`src/rtl/axi_stream_packet_gen.sv`:
```
// Byte-wide AXI-Stream test frame source: emits num_frames frames of frame_len bytes
// with pattern (frame + byte) mod 256, honouring backpressure and a programmable gap.
module axi_stream_packet_gen #(
  parameter int unsigned LEN_W = 16,
  parameter int unsigned CNT_W = 16
) (
  input  logic             clk,
  input  logic             rst_n,
  input  logic             start,
  input  logic [CNT_W-1:0] num_frames,
  input  logic [LEN_W-1:0] frame_len,
  input  logic [7:0]       ifg,
  output logic [7:0]       m_axis_tdata,
  output logic             m_axis_tvalid,
  input  logic             m_axis_tready,
  output logic             m_axis_tlast,
  output logic             busy,
  output logic             done,
  output logic [CNT_W-1:0] frames_sent
);

  typedef enum logic [1:0] {S_IDLE, S_SEND, S_GAP, S_DONE} state_t;

  state_t state_q, state_d;

  logic [LEN_W-1:0] len_q, len_d, k_q, k_d;
  logic [CNT_W-1:0] num_q, num_d, f_q, f_d, sent_d;
  logic [7:0]       ifg_q, ifg_d, gap_q, gap_d;
  logic [7:0]       tdata_d;
  logic             tvalid_d, tlast_d, busy_d, done_d;
  logic             accept, xfer, last_xfer, final_frame;

  assign accept      = (state_q == S_IDLE) && start;
  assign xfer        = m_axis_tvalid && m_axis_tready;
  assign last_xfer   = xfer && m_axis_tlast;
  assign final_frame = (CNT_W'(f_q + CNT_W'(1)) == num_q);

  // State register
  always_ff @(posedge clk or negedge rst_n) begin
    if (!rst_n) state_q <= S_IDLE;
    else        state_q <= state_d;
  end

  // Next-state logic; a zero-frame run passes through GAP so done lands one cycle later
  always_comb begin
    state_d = state_q;
    case (state_q)
      S_IDLE: begin
        if (start) state_d = (num_frames != '0) ? S_SEND : S_GAP;
      end
      S_SEND: begin
        if (last_xfer) begin
          if (final_frame)        state_d = S_DONE;
          else if (ifg_q == 8'd0) state_d = S_SEND;
          else                    state_d = S_GAP;
        end
      end
      S_GAP: begin
        if (f_q == num_q)        state_d = S_DONE;
        else if (gap_q <= 8'd1)  state_d = S_SEND;
      end
      S_DONE:  state_d = S_IDLE;
      default: state_d = S_IDLE;
    endcase
  end

  // Next values for counters and registered outputs
  always_comb begin
    len_d  = len_q;
    num_d  = num_q;
    ifg_d  = ifg_q;
    k_d    = k_q;
    f_d    = f_q;
    sent_d = frames_sent;
    gap_d  = gap_q;
    if (accept) begin
      len_d  = (frame_len == '0) ? LEN_W'(1) : frame_len;
      num_d  = num_frames;
      ifg_d  = ifg;
      k_d    = '0;
      f_d    = '0;
      sent_d = '0;
    end else if (last_xfer) begin
      k_d    = '0;
      f_d    = CNT_W'(f_q + CNT_W'(1));
      sent_d = CNT_W'(frames_sent + CNT_W'(1));
    end else if (xfer) begin
      k_d    = LEN_W'(k_q + LEN_W'(1));
    end
    if (state_q == S_GAP)      gap_d = 8'(gap_q - 8'd1);
    else if (state_d == S_GAP) gap_d = ifg_d;

    tvalid_d = (state_d == S_SEND);
    tdata_d  = tvalid_d ? 8'(8'(f_d) + 8'(k_d)) : 8'd0;
    tlast_d  = tvalid_d && (k_d == LEN_W'(len_d - LEN_W'(1)));
    busy_d   = (state_d == S_SEND) || (state_d == S_GAP);
    done_d   = (state_d == S_DONE);
  end

  // Datapath and output registers
  always_ff @(posedge clk or negedge rst_n) begin
    if (!rst_n) begin
      len_q         <= '0;
      num_q         <= '0;
      ifg_q         <= '0;
      k_q           <= '0;
      f_q           <= '0;
      gap_q         <= '0;
      frames_sent   <= '0;
      m_axis_tdata  <= '0;
      m_axis_tvalid <= 1'b0;
      m_axis_tlast  <= 1'b0;
      busy          <= 1'b0;
      done          <= 1'b0;
    end else begin
      len_q         <= len_d;
      num_q         <= num_d;
      ifg_q         <= ifg_d;
      k_q           <= k_d;
      f_q           <= f_d;
      gap_q         <= gap_d;
      frames_sent   <= sent_d;
      m_axis_tdata  <= tdata_d;
      m_axis_tvalid <= tvalid_d;
      m_axis_tlast  <= tlast_d;
      busy          <= busy_d;
      done          <= done_d;
    end
  end

endmodule

```
`config.mk`:
```
export PLATFORM = sky130hd
export DESIGN_NAME = axi_stream_packet_gen
export DESIGN_NICKNAME = d
export VERILOG_FILES = /design/src/rtl/axi_stream_packet_gen.sv
export SDC_FILE = /design/constraint.sdc
export NUM_CORES = 1
export LEC_CHECK = 0
export BUFFER_PORTS_ARGS = -buffer_cell sky130_fd_sc_hd__buf_2
export CORE_UTILIZATION = 64
export DETAILED_ROUTE_END_ITERATION = 16
export MAX_ROUTING_LAYER = met4
export PLACE_DENSITY = 0.86
export SLEW_MARGIN = 30
export SYNTH_ARGS = -nofsm -noshare
export SYNTH_HDL_FRONTEND = slang
export SYNTH_SLANG_ARGS = --single-unit
```
`constraint.sdc`:
```
create_clock -name clk -period 8.3 [get_ports clk]
set_input_delay 0.83 -clock clk [delete_from_list [all_inputs] [get_ports clk]]
set_output_delay 0.83 -clock clk [all_outputs]
set_load 0.03 [all_outputs]
```
==> flow_summary.json, run 1 <==
{
  "clock_sinks": 110,
  "postSynthNetCount": 787,
  "hold_buffers": 0,
  "drt_first_pass_iters": 5,
  "setup-tns-final_ns": 0,
  "regToRegSetupSlack_ns": 3.78,
  "power.density_nw_per_um2": 246,
  "reg2reg_from": "f_q[6]$_DFF_PN0_",
  "gp_routability_congestion": 0.930,
  "postRouteWirelength_um": 14600,
  "syn_area_sq_um": 6470,
  "cp_max_fanout": 10,
  "static-leakage-power_nw": 3.43,
  "largest_net_degree_at_the_start_of_global_routing": 76,
  "most_used_cells_in_the_layout_excluding_fill_and_tap_cells": "sky130_fd_sc_hd__nand2_1 (129), sky130_fd_sc_hd__dfrtp_1 (110), sky130_fd_sc_hd__nor2_1 (71)",
  "layout_min_cycle_time_ns": 4.52,
  "slew_headroom_pct": 44.9,
  "initial_utilization_pct": 66.2,
  "clk_pin_slew_worst_paths_ns": 0.11,
  "grt_setup_unrepaired": "false",
  "floorplan.die_area_sq_um": 10500,
  "final_hold_viol_count": 0,
  "num-nets-final": 840,
  "io_buffer_count": 71,
  "grt_util_all_layers_pct": 30.8,
  "grt_first_pass_wirelength_um": 24000,
  "ctsHtreeMaxLevel": 3,
  "clock_tree.root_cell": "sky130_fd_sc_hd__clkbuf_8",
  "flow.area_growth_from_synthesis_pct": 9.96,
  "cp_data_required_time_ns": 8.59,
  "timing.rr.end": "m_axis_tlast$_DFF_PN0_",
  "final_common_cell": "sky130_fd_sc_hd__nand2_1",
  "seq_area_frac_synth_pct": 42.5,
  "yosysWarnings": 0,
  "numCtsBuffers": 9,
  "initial_antenna_violation_count": 0,
  "finalClockSkew_ns": 0.0143,
  "maxCapViolCount": 0,
  "synth_cell_type_count": 68,
  "first_global_vias": 5062,
  "remaining_drc_errors": 0,
  "max_root_sink_buffers": 2,
  "min_period_over_period_pct": 54.5,
  "drive_gt1_share_pct": 13.8,
  "timing.hold.worst.class": "primary input to async pin",
  "worstSetupEndpointType": "register",
  "core_region_area_sq_um": 9770,
  "syn_avg_cell_area_sq_um": 8.91,
  "cts-resized-gates": 0,
  "final_max_slew_viol_count": 0,
  "yosys_most_used_dff": "sky130_fd_sc_hd__dfrtp_1",
  "synth-edff-count": 0,
  "async_flop_share_pct": 100,
  "timing_worst_slew_pin_value_ns": 0.825,
  "final.setup.worst_slack_ns": 3.78,
  "avgRoutedWirePerCell_um": 16.0,
  "globalRoute.totalOverflow": 0,
  "dp_hpwl_um": 10600,
  "post-cts-setup-buffers": 0,
  "tritoncts_clock_tree": "built",
  "critPathLaunchType": "register",
  "worstPathArrival_ns": 4.81,
  "worstRegToRegCells": 14,
  "outcome": "finished clean",
  "place_worst_setup_slack_ns": 3.91,
  "setup_viol": 0,
  "peakVddDrop_mv": 0.194,
  "rows": 36,
  "worstSkewPairLatency_ns": 0.40,
  "route.vias.total": 5394,
  "setup.worst_path.class": "register to register",
  "fillerInstances": 741,
  "routed_via_density": 5.88,
  "antenna_cells": 0,
  "chipHeight_um": 103,
  "drtIter0Drc": 250,
  "syn-instance-count": 726,
  "io_pins": 72,
  "register_bit_count_reported_by_yosys": 110,
  "achievable_frequency_mhz": 221,
  "die_x_um": 103,
  "setup.worst_path.start": "f_q[6]$_DFF_PN0_",
  "route.antenna.remaining_nets": 0,
  "crit_path_end": "m_axis_tlast$_DFF_PN0_"
}
per-stage QoR:
| stage | hold WS, ns | power [mW] | instances | util [%] | instance area, sq um |
|---|---|---|---|---|---|
| after detailed placement | 0.479 | 1.39 | 901 | 70.5 | 6890 |
| after global placement | 0.474 | 1.37 | 901 | 70.5 | 6890 |
| after floorplan | 0.444 | 1.22 | 726 | - | 6470 |
| after CTS | 0.378 | 1.75 | 917 | 72.7 | 7110 |
| after global routing | 0.388 | 1.85 | 917 | 72.8 | 7110 |
| final | 0.372 | 1.75 | 917 | 72.8 | 7110 |
per-layer routing:
| metal | vias up | GRT usage, % | share of wire [%] |
|---|---|---|---|
| li1 | 2610 | - | - |
| met2 | 164 | 49.9 | 50 |
| met3 | 28 | 6.71 | 5.3 |
| met5 | - | - | 0 |
| met4 | 0 | 11.0 | 2.1 |
| met1 | 2592 | 38.2 | 42 |
how the worst min path moves through the flow:
stage	startpoint	end	cells after the start
finish	rst_n	frames_sent[14]$_DFFE_PN0P_	1
global route	rst_n	num_q[14]$_DFFE_PN0N_	1
CTS	rst_n	num_q[7]$_DFFE_PN0N_	1
detailed placement	gap_q[5]$_DFFE_PN0P_	gap_q[5]$_DFFE_PN0P_	1
global placement	gap_q[5]$_DFFE_PN0P_	gap_q[5]$_DFFE_PN0P_	1
floorplan	gap_q[5]$_DFFE_PN0P_	gap_q[5]$_DFFE_PN0P_	1
worst max-delay path: stages (launching register included):
cell and delay, ns:
sky130_fd_sc_hd__dfrtp_1 0.53, sky130_fd_sc_hd__and4_1 0.31, sky130_fd_sc_hd__nor3b_1 0.43, sky130_fd_sc_hd__and3b_1 0.23, sky130_fd_sc_hd__nor3_1 0.05, sky130_fd_sc_hd__a211oi_1 0.24
sky130_fd_sc_hd__o22ai_1 0.13, sky130_fd_sc_hd__a2111oi_1 0.77, sky130_fd_sc_hd__or2_2 0.26, sky130_fd_sc_hd__ha_1 0.35, sky130_fd_sc_hd__and2_1 0.18, sky130_fd_sc_hd__o2111ai_1 0.11
sky130_fd_sc_hd__nor4b_1 0.31, sky130_fd_sc_hd__o2111ai_1 0.17, sky130_fd_sc_hd__a2111oi_2 0.34
sequential cells by signal (all words and copies together), names as in the netlist:
register,cells
busy,1
done,1
f_q,16
frames_sent,16
gap_q,8
ifg_q,8
k_q,16
len_q,16
m_axis_tdata,8
m_axis_tlast,1
m_axis_tvalid,1
num_q,16
state_q,2
logic make-up after synthesis:
logic type	after synthesis	synth area share, %
simple gates	357	27.1
compound gates	91	9.21
mux	9	1.51
buf+inv	52	3.23
fa+ha+maj	17	3.40
flops	110	42.5
xor+xnor	90	13.1
where the power goes:
group | switching (mW) | total (mW) | internal, mW
Combinational | 0.365 | 0.643 | 0.277
Clock | 0.188 | 0.359 | 0.171
Sequential | 0.101 | 0.746 | 0.645
Total | 0.654 | 1.75 | 1.09
cell type report:
class / instances / area (sq um) / area share (%)
multi-input cells: 564 / 3510 / 49.4
flip-flops and latches: 110 / 2750 / 38.7
repair buffers: 74 / 384 / 5.40
well taps: 133 / 166 / 2.34
clock buffers: 9 / 124 / 1.74
clock inverters: 7 / 97.6 / 1.37
inverters: 20 / 75.1 / 1.06
cells in the mapped netlist (3+ instances only):
cell,count,area [sq um]
sky130_fd_sc_hd__and2_1,17,106
sky130_fd_sc_hd__and3_1,11,68.8
sky130_fd_sc_hd__o21bai_1,5,37.5
sky130_fd_sc_hd__xor2_1,47,412
sky130_fd_sc_hd__a21oi_1,27,135
sky130_fd_sc_hd__inv_1,19,71.3
sky130_fd_sc_hd__o22ai_1,3,18.8
sky130_fd_sc_hd__or3_1,4,25.0
sky130_fd_sc_hd__o21a_1,3,22.5
sky130_fd_sc_hd__a211oi_1,4,30.0
sky130_fd_sc_hd__buf_1,6,22.5
sky130_fd_sc_hd__mux2i_1,6,60.1
sky130_fd_sc_hd__nand2b_1,5,31.3
sky130_fd_sc_hd__clkbuf_1,19,71.3
sky130_fd_sc_hd__nor3_1,35,175
sky130_fd_sc_hd__buf_2,5,25.0
sky130_fd_sc_hd__and4_1,4,35.0
sky130_fd_sc_hd__xnor3_1,3,67.6
sky130_fd_sc_hd__o21ai_1,3,15.0
sky130_fd_sc_hd__nand3_1,29,145
sky130_fd_sc_hd__nand4_1,14,87.6
sky130_fd_sc_hd__nor2_1,71,267
sky130_fd_sc_hd__o211ai_1,7,52.6
sky130_fd_sc_hd__nor3b_1,4,30.0
sky130_fd_sc_hd__nor4_1,13,81.3
sky130_fd_sc_hd__a21o_1,3,22.5
sky130_fd_sc_hd__dfrtp_1,110,2750
sky130_fd_sc_hd__nand2_1,129,484
sky130_fd_sc_hd__or4_1,3,22.5
sky130_fd_sc_hd__xnor2_1,39,342
sky130_fd_sc_hd__o21ai_0,17,85.1
sky130_fd_sc_hd__ha_1,16,200
(Power assumes the default switching activity.)
==> run 2: changes to the inputs <==
Settings changed: ABC_AREA set to 1, CORE_UTILIZATION 64 to 60, PLACE_DENSITY 0.86 to 0.81.
Clock period 8.3 ns to 4.2 ns, I/O delays scaled along.
==> run 2 against run 1 <==
Compared with the run above: first-iteration DRC count up 70%; count of clock-buffer cells in the layout up 4; critical path depth up 9; sequential share of layout area down 2.5 points; clock skew down 0.0042 ns.
==> flow_summary.json, run 2 <==
{
  "timing_worst_slew_pin_value_ns": 0.635,
  "largest_net_degree_at_the_start_of_global_routing": 43,
  "yosysWarnings": 0,
  "setup_viol": 0,
  "route.vias.total": 6022,
  "layout_min_cycle_time_ns": 3.26,
  "crit_slowest_cell": "sky130_fd_sc_hd__dfrtp_1",
  "routed_via_density": 5.26,
  "flow.area_growth_from_synthesis_pct": 11.6,
  "cp_max_fanout": 10,
  "worstSetupEndpointType": "register",
  "critical_path.most_common_cell": "sky130_fd_sc_hd__nand2_1",
  "hold_buffers": 0,
  "chipHeight_um": 109,
  "io_buffer_count": 71,
  "setup-tns-final_ns": 0,
  "clock_sinks": 110,
  "synth.cells.most_frequent": "sky130_fd_sc_hd__nand2_1 (265), sky130_fd_sc_hd__inv_1 (119), sky130_fd_sc_hd__dfrtp_1 (110), sky130_fd_sc_hd__nor2_1 (101), sky130_fd_sc_hd__nand3_1 (75)",
  "ctsHtreeMaxLevel": 3,
  "register_bit_count_reported_by_yosys": 110,
  "gp_routability_congestion": 0.934,
  "final_common_cell": "sky130_fd_sc_hd__nand2_1",
  "clock_tree.root_cell": "sky130_fd_sc_hd__clkbuf_16",
  "synth_top_area_cell": "sky130_fd_sc_hd__dfrtp_1",
  "numCtsBuffers": 9,
  "remaining_drc_errors": 0,
  "core_region_area_sq_um": 10900,
  "static-leakage-power_nw": 3.98,
  "globalRoute.totalOverflow": 0,
  "drive_gt1_share_pct": 14.0,
  "setup.worst_path.class": "register to register",
  "yosys_most_used_dff": "sky130_fd_sc_hd__dfrtp_1",
  "initial_utilization_pct": 62.3,
  "finalClockSkew_ns": 0.0101,
  "critPathLaunchType": "register",
  "initial_antenna_violation_count": 0,
  "min_period_over_period_pct": 77.6,
  "postRouteWirelength_um": 15300,
  "first_global_vias": 5448,
  "drtIter0Drc": 426,
  "io_pins": 72,
  "async_flop_share_pct": 100,
  "cts-resized-gates": 0,
  "max_root_sink_buffers": 2,
  "peakVddDrop_mv": 0.319,
  "slew_headroom_pct": 57.5,
  "postSynthNetCount": 992,
  "floorplan.die_area_sq_um": 11800,
  "final_core_util_pct": 69.6,
  "clk_pin_slew_worst_paths_ns": 0.07,
  "syn-instance-count": 931,
  "drt_first_pass_iters": 5,
  "cp_data_required_time_ns": 4.49,
  "antenna_cells": 0,
  "outcome": "finished clean",
  "achievable_frequency_mhz": 307,
  "post-cts-setup-buffers": 0,
  "seq_area_frac_synth_pct": 40.4,
  "num-nets-final": 1062,
  "timing.critical_path.slowest_cell_delay_ns": 0.44,
  "avgRoutedWirePerCell_um": 13.4,
  "die_x_um": 109,
  "synth-edff-count": 0,
  "final_max_slew_viol_count": 0,
  "dp_hpwl_um": 11400,
  "ys_top_cells_by_area": "sky130_fd_sc_hd__dfrtp_1 (40%), sky130_fd_sc_hd__nand2_1 (15%), sky130_fd_sc_hd__inv_1 (6.6%)",
  "dominant_cell_by_count_in_the_synthesized_netlist": "sky130_fd_sc_hd__nand2_1",
  "maxCapViolCount": 0,
  "place_worst_setup_slack_ns": 0.987,
  "grt_first_pass_wirelength_um": 25700,
  "worstPathArrival_ns": 3.55,
  "rows": 38,
  "final_hold_viol_count": 0,
  "yosysTopAreaCellShare_pct": 40.4,
  "tritoncts_clock_tree": "built",
  "timing.hold.worst.class": "primary input to async pin",
  "syn_avg_cell_area_sq_um": 7.32,
  "syn_area_sq_um": 6810,
  "final.setup.worst_slack_ns": 0.939,
  "worstSkewPairLatency_ns": 0.36,
  "power.density_nw_per_um2": 549,
  "route.antenna.remaining_nets": 0,
  "most_used_cells_in_the_layout_excluding_fill_and_tap_cells": "sky130_fd_sc_hd__nand2_1 (265), sky130_fd_sc_hd__inv_1 (119), sky130_fd_sc_hd__dfrtp_1 (110)",
  "grt_util_all_layers_pct": 29.2,
  "grt_setup_unrepaired": "false",
  "synth_cell_type_count": 52,
  "worstPathCellList": "ha_1, nand3_1, nor2_1, nand3_1, xor2_1, o211ai_1, nor2_1, nand2_1, nand2_1, nand2_1, nand2_1, nor2_1, ha_1, nand2_1, nor2_1, nand2_1, nor2_1, nand2_1, nor2_1, nand2_1, nor2_1, nand2_1, nor2_1"
}
[run 2: changes by cell type after synthesis, sizes merged, moves of 44 or more]
cell   delta
nand3    +46
nor2     +44
nand2   +156
inv     +105
[run 2: kinds of logic after synthesis]
group	synth area share [%]
buffers and inverters	8.21
adder cells (fa/ha/maj)	3.23
flip-flops	40.4
AO/OA/AOI/OAI	8.21
XOR/XNOR	4.63
AND/OR/NAND/NOR	35.2
multiplexers	0.147
[run 2: routing by layer]
layer / track usage [%] / vias up / routed length [um]
met3: 3.62 / 29 / 677
met2: 43.9 / 161 / 6930
li1: - / 3111 / -
met1: 40.2 / 2721 / 7300
met4: 11.9 / 0 / 405
met5: - / - / 0
[run 2: critical path: cells and delay by family (launching register included)]
kind / cells / cell delay, ns
AO/OA/AOI/OAI: 1 / 0.11
adder cells (fa/ha/maj): 2 / 0.63
XOR/XNOR: 1 / 0.18
AND/OR/NAND/NOR: 19 / 1.84
flip-flops: 1 / 0.44
[run 2: final timing paths]
| check | endpoint | from | slack, ns | cells after the start |
|---|---|---|---|---|
| worst min register to register | frames_sent[15]$_DFFE_PN0P_ | frames_sent[15]$_DFFE_PN0P_ | 0.47 | 1 |
| min in group clk | num_q[10]$_DFFE_PN0N_ | num_frames[10] | 0.28 | 3 |
| worst min-delay path | k_q[10]$_DFF_PN0_ | rst_n | 0.05 | 1 |
| worst max-delay path | m_axis_tlast$_DFF_PN0_ | f_q[0]$_DFF_PN0_ | 0.94 | 23 |
| worst max register to register | m_axis_tlast$_DFF_PN0_ | f_q[0]$_DFF_PN0_ | 0.94 | 23 |
| max in group asynchronous | num_q[13]$_DFFE_PN0N_ | rst_n | 3.28 | 2 |
[run 2: area by class of cell]
cell class	instances	area, sq um
clock buffer	13	270
timing repair buffer	76	395
inverter	126	473
tap	140	175
sequential	110	2750
multi-input combinational	678	3500
fill	952	3330
clock inverter	2	38.8
[run 2: where the power goes]
part	total, mW	internal (mW)	switching [mW]
combinational	1.78	0.602	1.17
sequential	1.51	1.33	0.182
clock	0.888	0.511	0.377
[run 2: metrics by stage]
stage	hold WS (ns)	power, mW	std cells	cell area, sq um
floorplan	0.124	2.87	931	6810
global placement	0.447	3.24	1130	7300
detailed placement	0.449	3.27	1130	7300
CTS	0.0688	4.18	1145	7610
global route	0.0946	4.49	1145	7610
finish	0.0531	4.17	1145	7610
==> run 3: changes to the inputs <==
Settings changed: CORE_UTILIZATION 60 to 54, PLACE_DENSITY 0.81 to 0.77.
Clock period 4.2 ns to 2.8 ns, I/O delays scaled along.
==> run 3 against run 2 <==
Compared with the run above: utilization is 3.4 points lower; register-to-register slack got worse by 0.93 ns; critical path depth is 1 higher; sequential share of layout area fell by 1.9 points; largest power group unchanged; highest routed layer unchanged.
==> flow_summary.json, run 3 (synthesis gave the netlist of run 2 again) <==
{
  "outcome": "finished clean",
  "clock_tree.root_cell": "sky130_fd_sc_hd__clkbuf_16",
  "cp_max_fanout": 8,
  "critical_path.most_common_cell": "sky130_fd_sc_hd__nand2_1",
  "max_root_sink_buffers": 2,
  "grt_first_pass_wirelength_um": 26900,
  "holdPathStages": 3,
  "routed_via_density": 5.16,
  "place_area_sq_um": 7530,
  "worstPathArrival_ns": 3.09,
  "postRouteWirelength_um": 16300,
  "setup_viol": 0,
  "peakVddDrop_mv": 0.441,
  "static-leakage-power_nw": 4.14,
  "timing.hold.worst.class": "primary input to register",
  "final_hold_viol_count": 0,
  "antenna_cells": 0,
  "first_global_vias": 5806,
  "die_x_um": 114,
  "crit_path_end": "m_axis_tlast$_DFF_PN0_",
  "gp_routability_congestion": 0.928,
  "gr-usage-met2_pct": 43.1,
  "rows": 40,
  "layout_min_cycle_time_ns": 2.79,
  "finish.cell_count_without_fillers": 1208,
  "initial_antenna_violation_count": 0,
  "timing.critical_path.slowest_cell_delay_ns": 0.43,
  "io_buffer_count": 71,
  "final_common_cell": "sky130_fd_sc_hd__nand2_1",
  "ctsHtreeMaxLevel": 3,
  "worstRegToRegCells": 24,
  "clk_pin_slew_worst_paths_ns": 0.08,
  "clock_sinks": 110,
  "power.density_nw_per_um2": 795,
  "reg2reg_from": "f_q[0]$_DFF_PN0_",
  "largest_net_degree_at_the_start_of_global_routing": 56,
  "maxCapViolCount": 0,
  "core_region_area_sq_um": 12200,
  "place_inst": 1183,
  "cp_data_required_time_ns": 3.10,
  "slew_headroom_pct": 54.5,
  "numCtsBuffers": 9,
  "min_period_over_period_pct": 99.6,
  "initial_utilization_pct": 56.0,
  "final_core_util_pct": 66.2,
  "tritoncts_clock_tree": "built",
  "worstSkewPairLatency_ns": 0.36,
  "crit_slowest_cell": "sky130_fd_sc_hd__dfrtp_1",
  "drt_first_pass_iters": 5,
  "grt.met1_usage_pct": 35.8,
  "timing.rr.end": "m_axis_tlast$_DFF_PN0_",
  "flow.area_growth_from_synthesis_pct": 18.2,
  "timing_worst_slew_pin_value_ns": 0.682,
  "fillerInstances": 1085,
  "globalRoute.totalOverflow": 0,
  "grt_setup_unrepaired": "true",
  "most_used_cells_in_the_layout_excluding_fill_and_tap_cells": "sky130_fd_sc_hd__nand2_1 (265), sky130_fd_sc_hd__inv_1 (117), sky130_fd_sc_hd__dfrtp_1 (106)",
  "grt_util_all_layers_pct": 27.0,
  "floorplan.die_area_sq_um": 13100,
  "finalClockSkew_ns": 0.00978,
  "critPathLaunchType": "register",
  "io_pins": 72,
  "regToRegSetupSlack_ns": 0.01,
  "chipHeight_um": 114,
  "remaining_drc_errors": 0,
  "worstSetupEndpointType": "register",
  "drive_gt1_share_pct": 20.0,
  "drtIter0Drc": 418,
  "setup.worst_path.class": "register to register",
  "route.vias.total": 6231,
  "final_max_slew_viol_count": 0,
  "global_route.peak_usage_layer": "met2",
  "grt_use_met3_pct": 2.81,
  "setup.worst_path.start": "f_q[0]$_DFF_PN0_",
  "dp_hpwl_um": 12000,
  "avgRoutedWirePerCell_um": 13.5,
  "route.antenna.remaining_nets": 0,
  "achievable_frequency_mhz": 359,
  "worstPathCellList": "nand3_2, nor3_4, buf_6, nand2_1, nor2_1, nand3_1, o211ai_1, nor2_1, nand2_1, nand2_1, nand2_1, nand2_1, nor2_2, ha_2, nand2_1, nor2_1, nand2_1, nor2_1, nand2_1, nor2_1, nand2_1, nor2_1, nand2_1, nor2_1",
  "num-nets-final": 1096,
  "startpoint_of_the_worst_hold_path": "num_frames[1]",
  "fin_area_sq_um": 8050
}
-- run 3: per-stage QoR --
step / setup slack (ns) / TNS [ns] / power (mW) / hold WS, ns
2_1_floorplan: 0.0324 / 0 / 4.31 / -0.0156
3_3_place_gp: 0.0929 / 0 / 4.96 / 0.352
3_5_place_dp: 0.0181 / 0 / 5.01 / 0.355
4_1_cts: 0.00799 / 0 / 6.37 / 0.118
5_1_grt: -0.305 / -0.898 / 6.89 / 0.141
6_report: 0.0114 / 0 / 6.40 / 0.129
-- run 3: layer usage --
| layer | up-vias | share of wire [%] | routed length [um] |
|---|---|---|---|
| li1 | 3171 | - | - |
| met4 | 0 | 2.1 | 343 |
| met2 | 144 | 48 | 7820 |
| met5 | - | 0 | 0 |
| met1 | 2886 | 46 | 7500 |
| met3 | 30 | 3.9 | 640 |
-- run 3: final cells by class --
cell class / instances / area, sq um / share of cell area [%]
multi-input cells: 678 / 3650 / 45.3
flip-flops and latches: 110 / 2760 / 34.3
clock inverters: 7 / 78.8 / 0.979
inverters: 126 / 473 / 5.87
well taps: 168 / 210 / 2.61
repair buffers: 110 / 661 / 8.21
clock buffers: 9 / 225 / 2.80
-- run 3: worst min path at each step --
stage	endpoint	slack [ns]
after floorplan	busy$_DFF_PN0_	-0.02
after global placement	frames_sent[15]$_DFFE_PN0P_	0.35
after detailed placement	frames_sent[15]$_DFFE_PN0P_	0.35
after CTS	num_q[1]$_DFFE_PN0N_	0.12
after global routing	num_q[1]$_DFFE_PN0N_	0.14
final	num_q[1]$_DFFE_PN0N_	0.13
-- run 3: report_power, final --
group          leakage (nW)  internal (mW)  switching (mW)  total, mW
combinational          2.60          0.988            1.80       2.79
clock                 0.151          0.706           0.626       1.33
sequential             1.40           1.99           0.281       2.27
total                  4.14           3.69            2.71       6.40
-- run 3: critical path, delay by kind of cell (launching register included) --
| family | cells | cell delay [ns] |
|---|---|---|
| AO/OA/AOI/OAI | 1 | 0.13 |
| AND/OR/NAND/NOR | 21 | 1.82 |
| adder cells (fa/ha/maj) | 1 | 0.18 |
| flip-flops | 1 | 0.43 |
| buffers and inverters | 1 | 0.16 |
-- run 3: what timing repair did --
action	CTS	global route
endpoints found under the setup margin	1	16
cloned	0	0
pin swaps	0	13
hold endpoints to repair	49	0
hold buffers	1	0
buffers inserted	0	8
gates resized for setup	1	40
